File: src/rtl/xbar_scheduler_if.sv
// Scheduler <-> crossbar datapath bundle.
// master = scheduler side, slave = input blocks / output ports.
interface xbar_scheduler_if #(
  parameter int PORTS = 8,
  parameter int SEL_W = 3
);
  logic [PORTS-1:0]       req;
  logic [PORTS*SEL_W-1:0] dest;
  logic [PORTS-1:0]       dest_ready;
  logic [SEL_W-1:0]       mux_sel;
  logic                   sw_valid;
  logic [SEL_W-1:0]       sw_dest;
  logic [PORTS-1:0]       ack;
  logic                   abort;
  logic                   busy;

  modport master (
    input  req,
    input  dest,
    input  dest_ready,
    output mux_sel,
    output sw_valid,
    output sw_dest,
    output ack,
    output abort,
    output busy
  );

  modport slave (
    output req,
    output dest,
    output dest_ready,
    input  mux_sel,
    input  sw_valid,
    input  sw_dest,
    input  ack,
    input  abort,
    input  busy
  );
endinterface

File: src/rtl/xbar_scheduler.sv
// Round-robin crossbar scheduler: grants one eligible input,
// holds it for a fixed transfer window, then acks or aborts.
module xbar_scheduler #(
  parameter int PORTS       = 8,
  parameter int SEL_W       = 3,
  parameter int XFER_CYCLES = 16
) (
  input  logic             clk,
  input  logic             rst,
  xbar_scheduler_if.master bus
);
  typedef enum logic [1:0] {
    IDLE,
    XFER,
    DONE
  } state_t;

  localparam logic [7:0] CNT_INIT =
    8'(XFER_CYCLES - 1);
  localparam logic [SEL_W-1:0] LAST_RST =
    SEL_W'(PORTS - 1);

  state_t           state_q;
  logic [7:0]       cnt_q;
  logic [SEL_W-1:0] last_q;
  logic [SEL_W-1:0] mux_sel_q;
  logic [SEL_W-1:0] sw_dest_q;
  logic             sw_valid_q;
  logic             abort_q;
  logic             busy_q;
  logic [PORTS-1:0] ack_q;

  logic [PORTS-1:0] elig;
  logic [SEL_W-1:0] gnt;
  logic [SEL_W-1:0] idx;
  logic             gnt_vld;
  logic [SEL_W-1:0] gnt_dest;

  always_comb begin
    elig = '0;
    for (int i = 0; i < PORTS; i++) begin
      elig[i] = bus.req[i] &
        bus.dest_ready[bus.dest[i*SEL_W +: SEL_W]];
    end
  end

  // First eligible port searching upward from last+1.
  always_comb begin
    gnt     = '0;
    gnt_vld = 1'b0;
    idx     = '0;
    for (int k = 1; k <= PORTS; k++) begin
      idx = SEL_W'((int'(last_q) + k) % PORTS);
      if (!gnt_vld && elig[idx]) begin
        gnt     = idx;
        gnt_vld = 1'b1;
      end
    end
  end

  assign gnt_dest = bus.dest[gnt*SEL_W +: SEL_W];

  always_ff @(posedge clk or posedge rst) begin
    if (rst) begin
      state_q    <= IDLE;
      cnt_q      <= '0;
      last_q     <= LAST_RST;
      mux_sel_q  <= '0;
      sw_dest_q  <= '0;
      sw_valid_q <= 1'b0;
      abort_q    <= 1'b0;
      busy_q     <= 1'b0;
      ack_q      <= '0;
    end else begin
      ack_q   <= '0;
      abort_q <= 1'b0;
      unique case (state_q)
        IDLE: begin
          if (gnt_vld) begin
            mux_sel_q  <= gnt;
            sw_dest_q  <= gnt_dest;
            sw_valid_q <= 1'b1;
            cnt_q      <= CNT_INIT;
            busy_q     <= 1'b1;
            state_q    <= XFER;
          end
        end
        XFER: begin
          // Abort wins over completion.
          if (!bus.req[mux_sel_q]) begin
            sw_valid_q <= 1'b0;
            abort_q    <= 1'b1;
            last_q     <= mux_sel_q;
            busy_q     <= 1'b0;
            state_q    <= IDLE;
          end else if (cnt_q == 8'd0) begin
            sw_valid_q       <= 1'b0;
            ack_q[mux_sel_q] <= 1'b1;
            last_q           <= mux_sel_q;
            state_q          <= DONE;
          end else begin
            cnt_q <= cnt_q - 8'd1;
          end
        end
        DONE: begin
          busy_q  <= 1'b0;
          state_q <= IDLE;
        end
        default: state_q <= IDLE;
      endcase
    end
  end

  assign bus.mux_sel  = mux_sel_q;
  assign bus.sw_dest  = sw_dest_q;
  assign bus.sw_valid = sw_valid_q;
  assign bus.ack      = ack_q;
  assign bus.abort    = abort_q;
  assign bus.busy     = busy_q;
endmodule

File: src/flat_wrapper.sv
// flat-port wrapper written by rule: the top's interface ports become plain ports
module xbar_scheduler_flat 
#(
  parameter int PORTS       = 8,
  parameter int SEL_W       = 3,
  parameter int XFER_CYCLES = 16
)
  (clk, rst, bus_req, bus_dest, bus_dest_ready, bus_mux_sel, bus_sw_valid, bus_sw_dest, bus_ack, bus_abort, bus_busy);
  xbar_scheduler_if #(.PORTS(PORTS), .SEL_W(SEL_W)) bus_i ();
  input  logic clk;
  input  logic rst;
  input wire logic [$bits(bus_i.req)-1:0] bus_req;
  input wire logic [$bits(bus_i.dest)-1:0] bus_dest;
  input wire logic [$bits(bus_i.dest_ready)-1:0] bus_dest_ready;
  output wire logic [$bits(bus_i.mux_sel)-1:0] bus_mux_sel;
  output wire logic [$bits(bus_i.sw_valid)-1:0] bus_sw_valid;
  output wire logic [$bits(bus_i.sw_dest)-1:0] bus_sw_dest;
  output wire logic [$bits(bus_i.ack)-1:0] bus_ack;
  output wire logic [$bits(bus_i.abort)-1:0] bus_abort;
  output wire logic [$bits(bus_i.busy)-1:0] bus_busy;
  assign bus_i.req = bus_req;
  assign bus_i.dest = bus_dest;
  assign bus_i.dest_ready = bus_dest_ready;
  assign bus_mux_sel = bus_i.mux_sel;
  assign bus_sw_valid = bus_i.sw_valid;
  assign bus_sw_dest = bus_i.sw_dest;
  assign bus_ack = bus_i.ack;
  assign bus_abort = bus_i.abort;
  assign bus_busy = bus_i.busy;
  xbar_scheduler #(.PORTS(PORTS), .SEL_W(SEL_W), .XFER_CYCLES(XFER_CYCLES)) u_core (.clk(clk), .rst(rst), .bus(bus_i));
endmodule
File: config.mk
export PLATFORM = sky130hd
export DESIGN_NAME = xbar_scheduler_flat
export DESIGN_NICKNAME = d
export VERILOG_FILES = /design/src/rtl/xbar_scheduler_if.sv /design/src/rtl/xbar_scheduler.sv /design/src/flat_wrapper.sv
export SDC_FILE = /design/constraint.sdc
export NUM_CORES = 1
export LEC_CHECK = 0
export ABC_AREA = 0
export CORE_AREA = 2 2 77 152
export CTS_CLUSTER_SIZE = 25
export DETAILED_ROUTE_END_ITERATION = 12
export DIE_AREA = 0 0 79 154
export SYNTH_ARGS = -nofsm -noshare
export SYNTH_HDL_FRONTEND = slang
export SYNTH_SLANG_ARGS = --single-unit
export TNS_END_PERCENT = 10
File: constraint.sdc
create_clock -name clk -period 9.93 [get_ports clk]
set_input_delay 1.4895 -clock clk [delete_from_list [all_inputs] [get_ports clk]]
set_output_delay 1.4895 -clock clk [all_outputs]
set_load 0.005 [all_outputs]
==> results of run 1 <==
## layout make-up
cell class	count	area, µm²	area share (%)
multi-input cells	300	2330	57.0
flip-flops and latches	30	754	18.5
repair buffers	58	581	14.2
well taps	140	175	4.29
clock buffers	7	143	3.49
inverters	20	75.1	1.84
clock inverters	1	30.0	0.735
## routing by layer
layer  up-vias  routed length (µm)  GRT usage (%)
met2       153                6550           37.6
met3        69                 426           2.23
met4         0                1360           20.5
li1       1530                   -              -
met1      1562                3560           17.4
met5         -                   0              0
## path summary, 6_finish.rpt
kind	depth (start not counted)	slack, ns	from	endpoint
setup / recovery	12	4.48	bus_dest_ready[5]	u_core.bus.sw_dest[1]$_DFFE_PP0P_
hold / removal	2	0.53	u_core.bus.sw_dest[0]$_DFFE_PP0P_	u_core.bus.sw_dest[0]$_DFFE_PP0P_
setup reg to reg	12	4.88	u_core.last_q[0]$_DFFE_PP1P_	u_core.bus.sw_dest[1]$_DFFE_PP0P_
hold reg to reg	2	0.53	u_core.bus.sw_dest[0]$_DFFE_PP0P_	u_core.bus.sw_dest[0]$_DFFE_PP0P_
max in group asynchronous	2	7.45	rst	u_core.state_q[0]$_DFFE_PP0P_
min in group asynchronous	2	1.81	rst	u_core.bus.ack[6]$_DFF_PP0_
## power by group through the flow
stage | Sequential, mW | Clock, mW | Combinational (mW)
detailed placement | 0.230 | 0 | 0.964
global placement | 0.229 | 0 | 0.953
CTS | 0.228 | 0.179 | 0.968
finish | 0.227 | 0.177 | 0.975
global route | 0.234 | 0.186 | 1.07
floorplan | 0.188 | 0 | 0.730
## cell usage in the layout, fill, tap and decap left out, types with 3 or more instances in the layout
| cell | instances |
|---|---|
| a211o_1 | 6 |
| a211oi_1 | 6 |
| a31oi_1 | 3 |
| nand2b_1 | 13 |
| o21ai_0 | 12 |
| xnor2_1 | 4 |
| dfrtp_1 | 27 |
| a21oi_1 | 13 |
| nor4b_1 | 3 |
| mux2i_1 | 11 |
| o22a_1 | 3 |
| nand2_1 | 26 |
| o311ai_0 | 6 |
| o31ai_1 | 9 |
| dfstp_2 | 3 |
| clkbuf_16 | 5 |
| o221a_2 | 4 |
| nand3_1 | 10 |
| o211ai_1 | 4 |
| and3_1 | 7 |
| nor4_1 | 3 |
| nor3_1 | 17 |
| a22o_1 | 4 |
| o32ai_1 | 6 |
| mux2_2 | 20 |
| inv_1 | 18 |
| xor2_1 | 4 |
| clkdlybuf4s50_1 | 58 |
| nor2_1 | 33 |
| o22ai_1 | 8 |
| ha_1 | 7 |
| o311a_1 | 5 |
| mux4_2 | 12 |
| and2_1 | 3 |
| nor2b_1 | 3 |
## worst max-delay path, cell delays in order
cell	delay, ns
clkdlybuf4s50_1	0.66
mux2i_1	0.19
and3_1	0.24
nor3_1	0.82
a211oi_1	0.19
a211o_1	0.44
and3_1	0.24
a21oi_1	0.18
o21a_2	0.41
mux2i_1	0.43
a22o_1	0.22
o211ai_1	0.09
## sequential cells by signal, indices dropped and copies added (netlist names)
| signal | count |
|---|---|
| u_core.bus.abort | 1 |
| u_core.bus.ack | 8 |
| u_core.bus.busy | 1 |
| u_core.bus.mux_sel | 3 |
| u_core.bus.sw_dest | 3 |
| u_core.bus.sw_valid | 1 |
| u_core.cnt_q | 8 |
| u_core.last_q | 3 |
| u_core.state_q | 2 |
## logic make-up after synthesis
group / after synthesis
AO/OA/AOI/OAI: 105
AND/OR/NAND/NOR: 133
flip-flops: 30
XOR/XNOR: 8
multiplexers: 47
adder cells (fa/ha/maj): 7
buffers and inverters: 31
## cell usage after synthesis, types with 3 or more instances
library cell  instances  area share, %
a211o_1               6            1.6
a211oi_1              6            1.4
a21oi_1              13            2.0
a22o_1                4            1.1
a31oi_1               3           0.59
and2_1                3           0.59
and3_1                7            1.4
clkbuf_1             10            1.2
dfrtp_1              27             21
dfstp_2               3            2.5
ha_1                  7            2.7
inv_1                18            2.1
mux2_2               20            7.0
mux2i_1              11            3.4
mux4_2               12            8.4
nand2_1              26            3.0
nand2b_1             13            2.5
nand3_1              10            1.6
nor2_1               33            3.9
nor2b_1               3           0.59
nor3_1               17            2.7
nor4_1                3           0.59
nor4b_1               3           0.82
o211ai_1              4           0.94
o21ai_0              12            1.9
o221a_2               4            1.4
o22a_1                3           0.82
o22ai_1               8            1.6
o311a_1               5            1.6
o311ai_0              6            1.6
o31ai_1               9            2.1
o32ai_1               6            1.6
xnor2_1               4            1.1
xor2_1                4            1.1
## metrics by stage
stage | total power, mW | util [%] | hold WS [ns] | area [µm²]
finish | 1.38 | 37.3 | 0.531 | 4090
CTS | 1.38 | 37.3 | 0.535 | 4090
floorplan | 0.918 | - | 0.497 | 3210
global placement | 1.18 | 35.7 | 0.525 | 3910
detailed placement | 1.19 | 35.7 | 0.524 | 3910
global route | 1.49 | 37.3 | 0.555 | 4090
==> flow_metrics.tcl, run 1 <==
set metrics [dict create \
    start_kind "input port" \
    fin_crit_sh_pct 54.9 \
    switching_power_mw 0.677 \
    swShare_pct 49.1 \
    post-cts-setup-buffers 0 \
    ioPinCount 59 \
    clock-sinks 30 \
    syn_nets 410 \
    die_w_um 79 \
    fillers 1160 \
    synthCells 361 \
    area_growth_syn_to_layout_pct 27.4 \
    synth_top_family_by_area "compound AO/OA/AOI/OAI gates" \
    final.min_clock_period_ns 5.45 \
    rows 54 \
    drt-vias-per-instance 5.96 \
    worst_skew_pair.late_latency_ns 0.28 \
    hold_viol 0 \
    io_buffers 58 \
    setup-tns-final_ns 0 \
    synth_xor_area_share_pct 2.19 \
    ys_types 64 \
    avgSynthCellArea_um2 8.88 \
    die_h_um 154 \
    ys_warn_count 0 \
    grt_pass1_vias 3501 \
    globalRouteOverflowTotal 0 \
    stdcell_count 556 \
    worst_slew_pin_slew_ns 1.19 \
    ir_worst_vdd_uv 145 \
    clock.fmax_mhz 183 \
    drt_first_pass_iters 6 \
    drive_gt1_share_pct 12.7 \
    cts_hold_buf 0 \
    grt_start_max_net_pins 31 \
    crit_type "in2reg" \
    pwr-share-clk_pct 12.8 \
    critical_path_required_ns 10.07 \
    h-tree-depth 2 \
    antenna_found_initial 0 \
    outcome "finished, final reports clean" \
    combPwrFrac_pct 70.7 \
    grt_first_pass_wirelength_mm 18.8 \
    cts_root_buf "clkbuf_16" \
    synth_compound_area_share_pct 24.7 \
    fin_nets 464 \
    first_iter_violations 183 \
    dp_hpwl_mm 10.0 \
    ys_seq_area_share_pct 23.5 \
    grt_usage_pct 20.3 \
    dieArea_mm2 0.0122 \
    final_max_slew_viol_count 0 \
    antenna_cells 0 \
    tritoncts "built" \
    ant_nets 0 \
    clock_path_buffers 2 \
    place_ws_ns 4.22 \
    synth_edf_count 0 \
    finalSetupViolCount 0 \
    post-place-cells 548 \
    postSynthRegisterBits 30 \
    core_area_mm2 0.0109 \
    num_vias 3314 \
    slew_headroom_pct 19.6 \
    internal_power_mw 0.701 \
    gp_congestion 0.970 \
    drc 0 \
    ctsResizeCount 0 \
    rsz0062_at_grt "no" \
    start_util_pct 29.3 \
    synthSimpleGateAreaFrac_pct 21.8 \
    numCtsBuffers 5 \
    synthAdderAreaFrac_pct 2.73 \
    synth_area_mm2 0.00321 \
    muxShareOfSynthArea_pct 21.2 \
    power.density_mw_per_mm2 337 \
    async_flop_share_pct 100 \
    cp-end-kind "register" \
    path_clk_slew_ns 0.05 \
    setup_ws_ns 4.48 \
    seq_power_share_pct 16.5 \
    cap_violations 0 \
    wire_per_inst_um 21.4 \
    hold_path.class "reg2reg" \
    critical_path_arrival_ns 5.59 \
    routed_wirelength_mm 11.9 \
    crit_fanout 15 \
    synthFlopType "dfrtp_1" \
    fin_worst_skew_ns 0.00141 \
    p_leak_nw 1.62 \
]
Note: power is estimated with default switching activity, not from simulation.
==> run 2, diff against run 1 <==
==> constraint.sdc (replaced) <==
create_clock -name clk -period 4.4 [get_ports clk]
set_input_delay 0.66 -clock clk [delete_from_list [all_inputs] [get_ports clk]]
set_output_delay 0.66 -clock clk [all_outputs]
set_load 0.005 [all_outputs]
==> run 2 against run 1 <==
  * Final cell count rose by 7.7%
  * Routed wire length grew 4.8%
  * Worst hold slack worse by 0.014 ns
  * Non-clock buffer count rose by 43
  * Via count rose by 7.0%
  * Critical path depth increased by 1
  * Sequential power is 110% higher
==> flow_metrics.tcl, run 2 (same netlist as run 1, synthesis figures left out) <==
set metrics [dict create \
    post-cts-setup-buffers 0 \
    numCtsBuffers 5 \
    internal_power_mw 1.81 \
    core_area_mm2 0.0109 \
    gp_congestion 1.01 \
    grt_pass1_vias 3632 \
    outcome "finished, final reports clean" \
    power_mw 3.42 \
    final_max_slew_viol_count 0 \
    cap_violations 0 \
    fillers 1160 \
    p_leak_nw 1.82 \
    finalSetupViolCount 0 \
    timing.rr.start "u_core.last_q[0]$_DFFE_PP1P_" \
    seq_power_share_pct 13.8 \
    routed_wirelength_mm 12.5 \
    pwr-share-clk_pct 10.0 \
    die_w_um 79 \
    fin_crit_sh_pct 98.4 \
    num_vias 3547 \
    rows 54 \
    slew_headroom_pct 22.9 \
    antenna_found_initial 0 \
    globalRouteOverflowTotal 0 \
    grtUsageMet1_pct 18.1 \
    swShare_pct 47.1 \
    seqCellArea_um2 754 \
    layout_commonest_cell "clkdlybuf4s50_1" \
    tritoncts "built" \
    grt_usage_pct 20.8 \
    crit_fanout 8 \
    ant_nets 0 \
    layout_common_cells "clkdlybuf4s50_1 (58), buf_4 (43), nor2_1 (33)" \
    dieArea_mm2 0.0122 \
    die_h_um 154 \
    rsz0062_at_grt "no" \
    grt_start_max_net_pins 31 \
    worst_slew_pin_slew_ns 1.15 \
    power.density_mw_per_mm2 774 \
    gr-usage-met3_pct 2.99 \
    crit_type "in2reg" \
    drt_first_pass_iters 4 \
    worstSetupStartpoint "bus_dest_ready[6]" \
    min_from "u_core.bus.sw_dest[1]$_DFFE_PP0P_" \
    multi_input_area_mm2 0.00236 \
    worst_skew_pair.late_latency_ns 0.28 \
    final.min_clock_period_ns 4.33 \
    combPwrFrac_pct 76.2 \
    clock-sinks 30 \
    hold_path.class "reg2reg" \
    fin_nets 507 \
    critical_path_arrival_ns 4.48 \
    antenna_cells 0 \
    hold_viol 0 \
    first_iter_violations 180 \
    fin_util_pct 40.3 \
    drt-vias-per-instance 5.92 \
    busiest_layer "met2" \
    io_buffers 58 \
    ir_worst_vdd_uv 332 \
    h-tree-depth 2 \
    clock_path_buffers 2 \
    ioPinCount 59 \
    holdWs_ns 0.518 \
    drc 0 \
    critical_path_required_ns 4.55 \
    path_clk_slew_ns 0.05 \
    switching_power_mw 1.61 \
    dp_hpwl_mm 10.4 \
    grt_first_pass_wirelength_mm 19.3 \
    start_kind "input port" \
    start_util_pct 29.3 \
    cts_root_buf "clkbuf_16" \
    clock.fmax_mhz 231 \
    met2_usage_pct 39.1 \
    cp-end-kind "register" \
    area_growth_syn_to_layout_pct 37.7 \
    drive_gt1_share_pct 22.0 \
    fin_worst_skew_ns 0.00280 \
    wire_per_inst_um 20.8 \
    cts_hold_buf 0 \
]
-- run 2: worst max-delay path: stages --
cell and delay, ns:
clkdlybuf4s50_1 0.64, mux4_1 0.29, nor2b_1 0.09, nor4b_1 0.82, o32ai_1 0.21, or2_2 0.36
buf_4 0.15, and3_1 0.17, a41o_1 0.32, nor4_4 0.18, or3b_1 0.39, xor2_1 0.14
nor2_1 0.05
-- run 2: area by class of cell --
class                           count  area share, %
Clock inverter                      2          0.283
Multi-Input combinational cell    300           53.4
Clock buffer                        6           3.15
Sequential cell                    30           17.1
Tap cell                          140           3.97
Inverter                           20           1.70
Timing Repair Buffer              101           20.5
-- run 2: path summary, 6_finish.rpt --
path,endpoint,slack [ns],depth (start not counted)
max,u_core.cnt_q[7]$_DFFE_PP0P_,0.07,13
min,u_core.bus.sw_dest[1]$_DFFE_PP0P_,0.52,2
max reg2reg,u_core.cnt_q[7]$_DFFE_PP0P_,0.26,13
min reg2reg,u_core.bus.sw_dest[1]$_DFFE_PP0P_,0.52,2
max in group asynchronous,u_core.bus.busy$_DFFE_PP0P_,2.71,2
min in group asynchronous,u_core.bus.ack[7]$_DFF_PP0_,0.99,2
-- run 2: what timing repair did --
action                                 in CTS  in global routing
setup endpoints to repair                   0                  6
gates resized for setup                     0                  6
endpoints found under the hold margin       0                  0
-- run 2: stage by stage --
stage / setup WS, ns / cells / TNS, ns / instance area (µm²)
final: 0.0687 / 599 / 0 / 4420
after global routing: 0.00132 / 599 / 0 / 4420
after CTS: 0.171 / 599 / 0 / 4390
after detailed placement: -0.108 / 591 / -0.423 / 4240
after global placement: -0.0484 / 591 / -0.145 / 4240
after floorplan: 0.585 / 361 / 0 / 3210
-- run 2: power groups by stage --
stage / Sequential (mW) / Clock (mW) / Combinational (mW)
global placement: 0.472 / 0 / 2.50
floorplan: 0.424 / 0 / 1.65
finish: 0.470 / 0.344 / 2.61
detailed placement: 0.474 / 0 / 2.53
global route: 0.483 / 0.361 / 2.81
CTS: 0.470 / 0.348 / 2.54
-- run 2: layer usage --
layer | up-vias | share of wire, %
met5 | - | 0
met4 | 0 | 12
met3 | 72 | 3.9
met2 | 166 | 54
met1 | 1692 | 30
li1 | 1617 | -
==> variant: new RTL, config.mk and constraints of run 2 <==
`SEL_W` is set to 3 in 3 places; all go to 4.
--- a/src/rtl/xbar_scheduler_if.sv
+++ b/src/rtl/xbar_scheduler_if.sv
@@ -2,7 +2,7 @@
 // master = scheduler side, slave = input blocks / output ports.
 interface xbar_scheduler_if #(
   parameter int PORTS = 8,
-  parameter int SEL_W = 3
+  parameter int SEL_W = 4
 );
   logic [PORTS-1:0]       req;
   logic [PORTS*SEL_W-1:0] dest;
--- a/src/rtl/xbar_scheduler.sv
+++ b/src/rtl/xbar_scheduler.sv
@@ -2,7 +2,7 @@
 // holds it for a fixed transfer window, then acks or aborts.
 module xbar_scheduler #(
   parameter int PORTS       = 8,
-  parameter int SEL_W       = 3,
+  parameter int SEL_W       = 4,
   parameter int XFER_CYCLES = 16
 ) (
   input  logic             clk,
--- a/src/flat_wrapper.sv
+++ b/src/flat_wrapper.sv
@@ -2,7 +2,7 @@
 module xbar_scheduler_flat 
 #(
   parameter int PORTS       = 8,
-  parameter int SEL_W       = 3,
+  parameter int SEL_W       = 4,
   parameter int XFER_CYCLES = 16
 )
   (clk, rst, bus_req, bus_dest, bus_dest_ready, bus_mux_sel, bus_sw_valid, bus_sw_dest, bus_ack, bus_abort, bus_busy);
Interface: changed (resized bus_dest, bus_mux_sel and bus_sw_dest); port bits go from 59 to 69. The function was not compared with the original's and may differ.
==> variant against run 2 <==
Power grew 14%. Die area did not move. Highest routed layer unchanged. Setup slack better by 51 ps. Global-route usage shrank 0.66 points. Wire length fell by 4.2%. Critical endpoint is now u_core.bus.sw_dest[1]. Design area rose by 15%. Sequential cell count up 1. Largest power group unchanged. Area after synthesis rose by 3.5%.
==> variant: results (changes against run 2) <==
| Metric | Value |
|---|---|
| Largest net degree at the start of global routing | 32 (was 31) |
| Clk pin slew, worst setup/hold paths | 50 ps (about the same) |
| Mapped Nets | 388 (was 410) |
| Port bufs | 67 (was 58) |
| Clock tree root buffer cell | clkbuf_16 (unchanged) |
| CTS buffer count | 5 (unchanged) |
| CP max FO | 6 (was 8) |
| Critical Path Source | bus_dest[10] (was bus_dest_ready[6]) |
| Antenna violations before repair | 0 (unchanged) |
| Synth unique cells | 62 (was 64) |
| DR vias | 3452 (was 3547) |
| Clock Latency Late Sink | 270 ps |
| R2r startpoint | u_core.last_q[1] (was u_core.last_q[0]) |
| Leakage | 2.15 nW (was 1.82 nW) |
| Layout cells sized above 1 | 37.7% (was 22.0%) |
| Post-synth top cells | nor2_1 (31), dfrtp_1 (28), nand2_1 (22), mux2_2 (20), mux4_2 (19) (was nor2_1 (33), dfrtp_1 (27), nand2_1 (26), mux2_2 (20), inv_1 (18)) |
| First-iteration detailed-routing DRC count | 144 (was 180) |
| Top post-synthesis cells by area | dfrtp_1 (21%), mux4_2 (13%), mux4_1 (7.9%) (was dfrtp_1 (21%), mux4_2 (8.4%), mux2_2 (7.0%)) |
| Fill cells | 1087 (was 1160) |
| Max Clock Skew | 6.59 ps (was 2.80 ps) |
| Maximum VDD drop | 0.361 mV (was 0.332 mV) |
| First-pass GRT wire length | 18800 um (was 19300 um) |
| Hold path startpoint | u_core.bus.sw_dest[1] (unchanged) |
| GPL Wtd Cong | 1.03 (was 1.01) |
| Yosys warns | 0 (unchanged) |
| Register area share after synthesis | 23.5% (about the same) |
| Register-to-register setup slack | 280 ps (was 260 ps) |
| DP Area | 4770 um^2 (was 4240 um^2) |
| Ys flop type | dfrtp_1 (unchanged) |
| Asr flop ratio synth | 100% (unchanged) |
| Hold_buf cts | 0 (unchanged) |
| Non-filler instance count after layout | 623 (was 599) |
| Reg2Reg Depth | 15 (was 13) |
| Capture point of the critical path | u_core.bus.sw_dest[1] (was u_core.cnt_q[7]) |
| Critical Path AT | 4440 ps (was 4480 ps) |
| Drt pass-1 iters | 4 (unchanged) |
| Outcome | finished, final reports clean (unchanged) |
| GRT Total Usage | 20.2% (was 20.8%) |
| Antenna Cells | 0 (unchanged) |
| Final Net Count | 540 (was 507) |
| Vias in the first global route | 3767 (was 3632) |
| H-tree depth reported by CTS | 2 (unchanged) |
| Clock buffer depth | 2 (unchanged) |
| # placed instances | 613 (was 591) |
| Mean post-synth cell area | 10.0 um^2 (was 8.88 um^2) |
| Slew HR | 53.2% (was 22.9%) |
| Mean routed wirelength per cell | 19.2 um (was 20.8 um) |
| Hold/Removal Path Class | reg2reg (unchanged) |
| Post-DP HPWL | 10000 um (was 10400 um) |
==> variant: cell types whose count changed in the layout (fill, tap and decap cells not counted), moves of 10 or more <==
cell             delta
buf_4              +51
clkdlybuf4s50_1    -11
dlygate4sd2_1      +10
nand2b_1           -10
nand3_1            -10
==> variant: report_power, final <==
| group | leakage, nW | total (mW) | switching (mW) | internal [mW] |
|---|---|---|---|---|
| sequential | 0.384 | 0.499 | 0.114 | 0.385 |
| clock | 0.0727 | 0.332 | 0.112 | 0.220 |
| combinational | 1.69 | 3.06 | 1.45 | 1.61 |
==> variant: logic make-up (layout without fill, tap and decap cells) <==
kind of cell / after synthesis / after routing / share of synthesized area (%)
simple gates: 123 / 123 / 19.8
xor+xnor: 8 / 8 / 2.11
flops: 31 / 31 / 23.5
compound gates: 68 / 68 / 15.5
fa+ha+maj: 7 / 7 / 2.64
other cells: 1 / 1 / 0.113
mux: 64 / 64 / 32.6
buf+inv: 29 / 181 / 3.73
==> variant: stage by stage <==
step | hold slack (ps) | util (%) | worst slack, ps | total power [mW] | TNS (ps)
2_1_floorplan | 479 | - | 7.19 | 2.31 | 0
3_3_place_gp | 473 | 43.6 | -469 | 3.34 | -2860
3_5_place_dp | 500 | 43.6 | -537 | 3.39 | -3330
4_1_cts | 510 | 45.2 | 4.42 | 3.76 | 0
5_1_grt | 542 | 46.2 | -4.91 | 4.16 | -4.91
6_report | 503 | 46.2 | 120 | 3.89 | 0
==> variant: layout make-up <==
type | count | share of cell area, %
repair buffers | 161 | 27.2
inverters | 13 | 1.04
flip-flops and latches | 31 | 15.4
clock inverters | 1 | 0.0990
clock buffers | 6 | 2.75
well taps | 140 | 3.46
multi-input cells | 271 | 50.1
==> variant: layer usage <==
metal	global-route usage [%]	vias to the layer above	wire (um)
met5	0	-	0
met4	19.7	0	1150
met3	2.23	56	402
met2	38.7	129	6850
met1	16.4	1647	3540
li1	-	1620	-
==> variant: how the worst min path moves through the flow <==
stage | endpoint | slack (ps) | depth (start not counted)
after floorplan | u_core.bus.sw_dest[0] | 480 | 2
after global placement | u_core.bus.sw_dest[3] | 470 | 2
after detailed placement | u_core.bus.sw_dest[1] | 500 | 2
after CTS | u_core.bus.sw_dest[1] | 510 | 2
after global routing | u_core.bus.sw_dest[1] | 540 | 2
final | u_core.bus.sw_dest[1] | 500 | 2
==> variant: critical path, cell delays in order <==
cell             delay [ps]
clkdlybuf4s50_1         560
mux4_2                  210
nor2b_1                  60
or3_1                   430
mux4_2                  500
buf_4                   160
a32oi_4                 320
nor2_1                   70
or3_1                   310
a221o_2                 430
buf_4                   180
mux4_2                  290
mux2i_2                 180
o21ai_1                  80
==> variant: timing repair <==
action,4_1_cts,5_1_grt
setup buffers,1,2
setup endpoints to repair,4,7
hold endpoints to repair,0,0
pin swaps,3,4
resized for setup,21,33
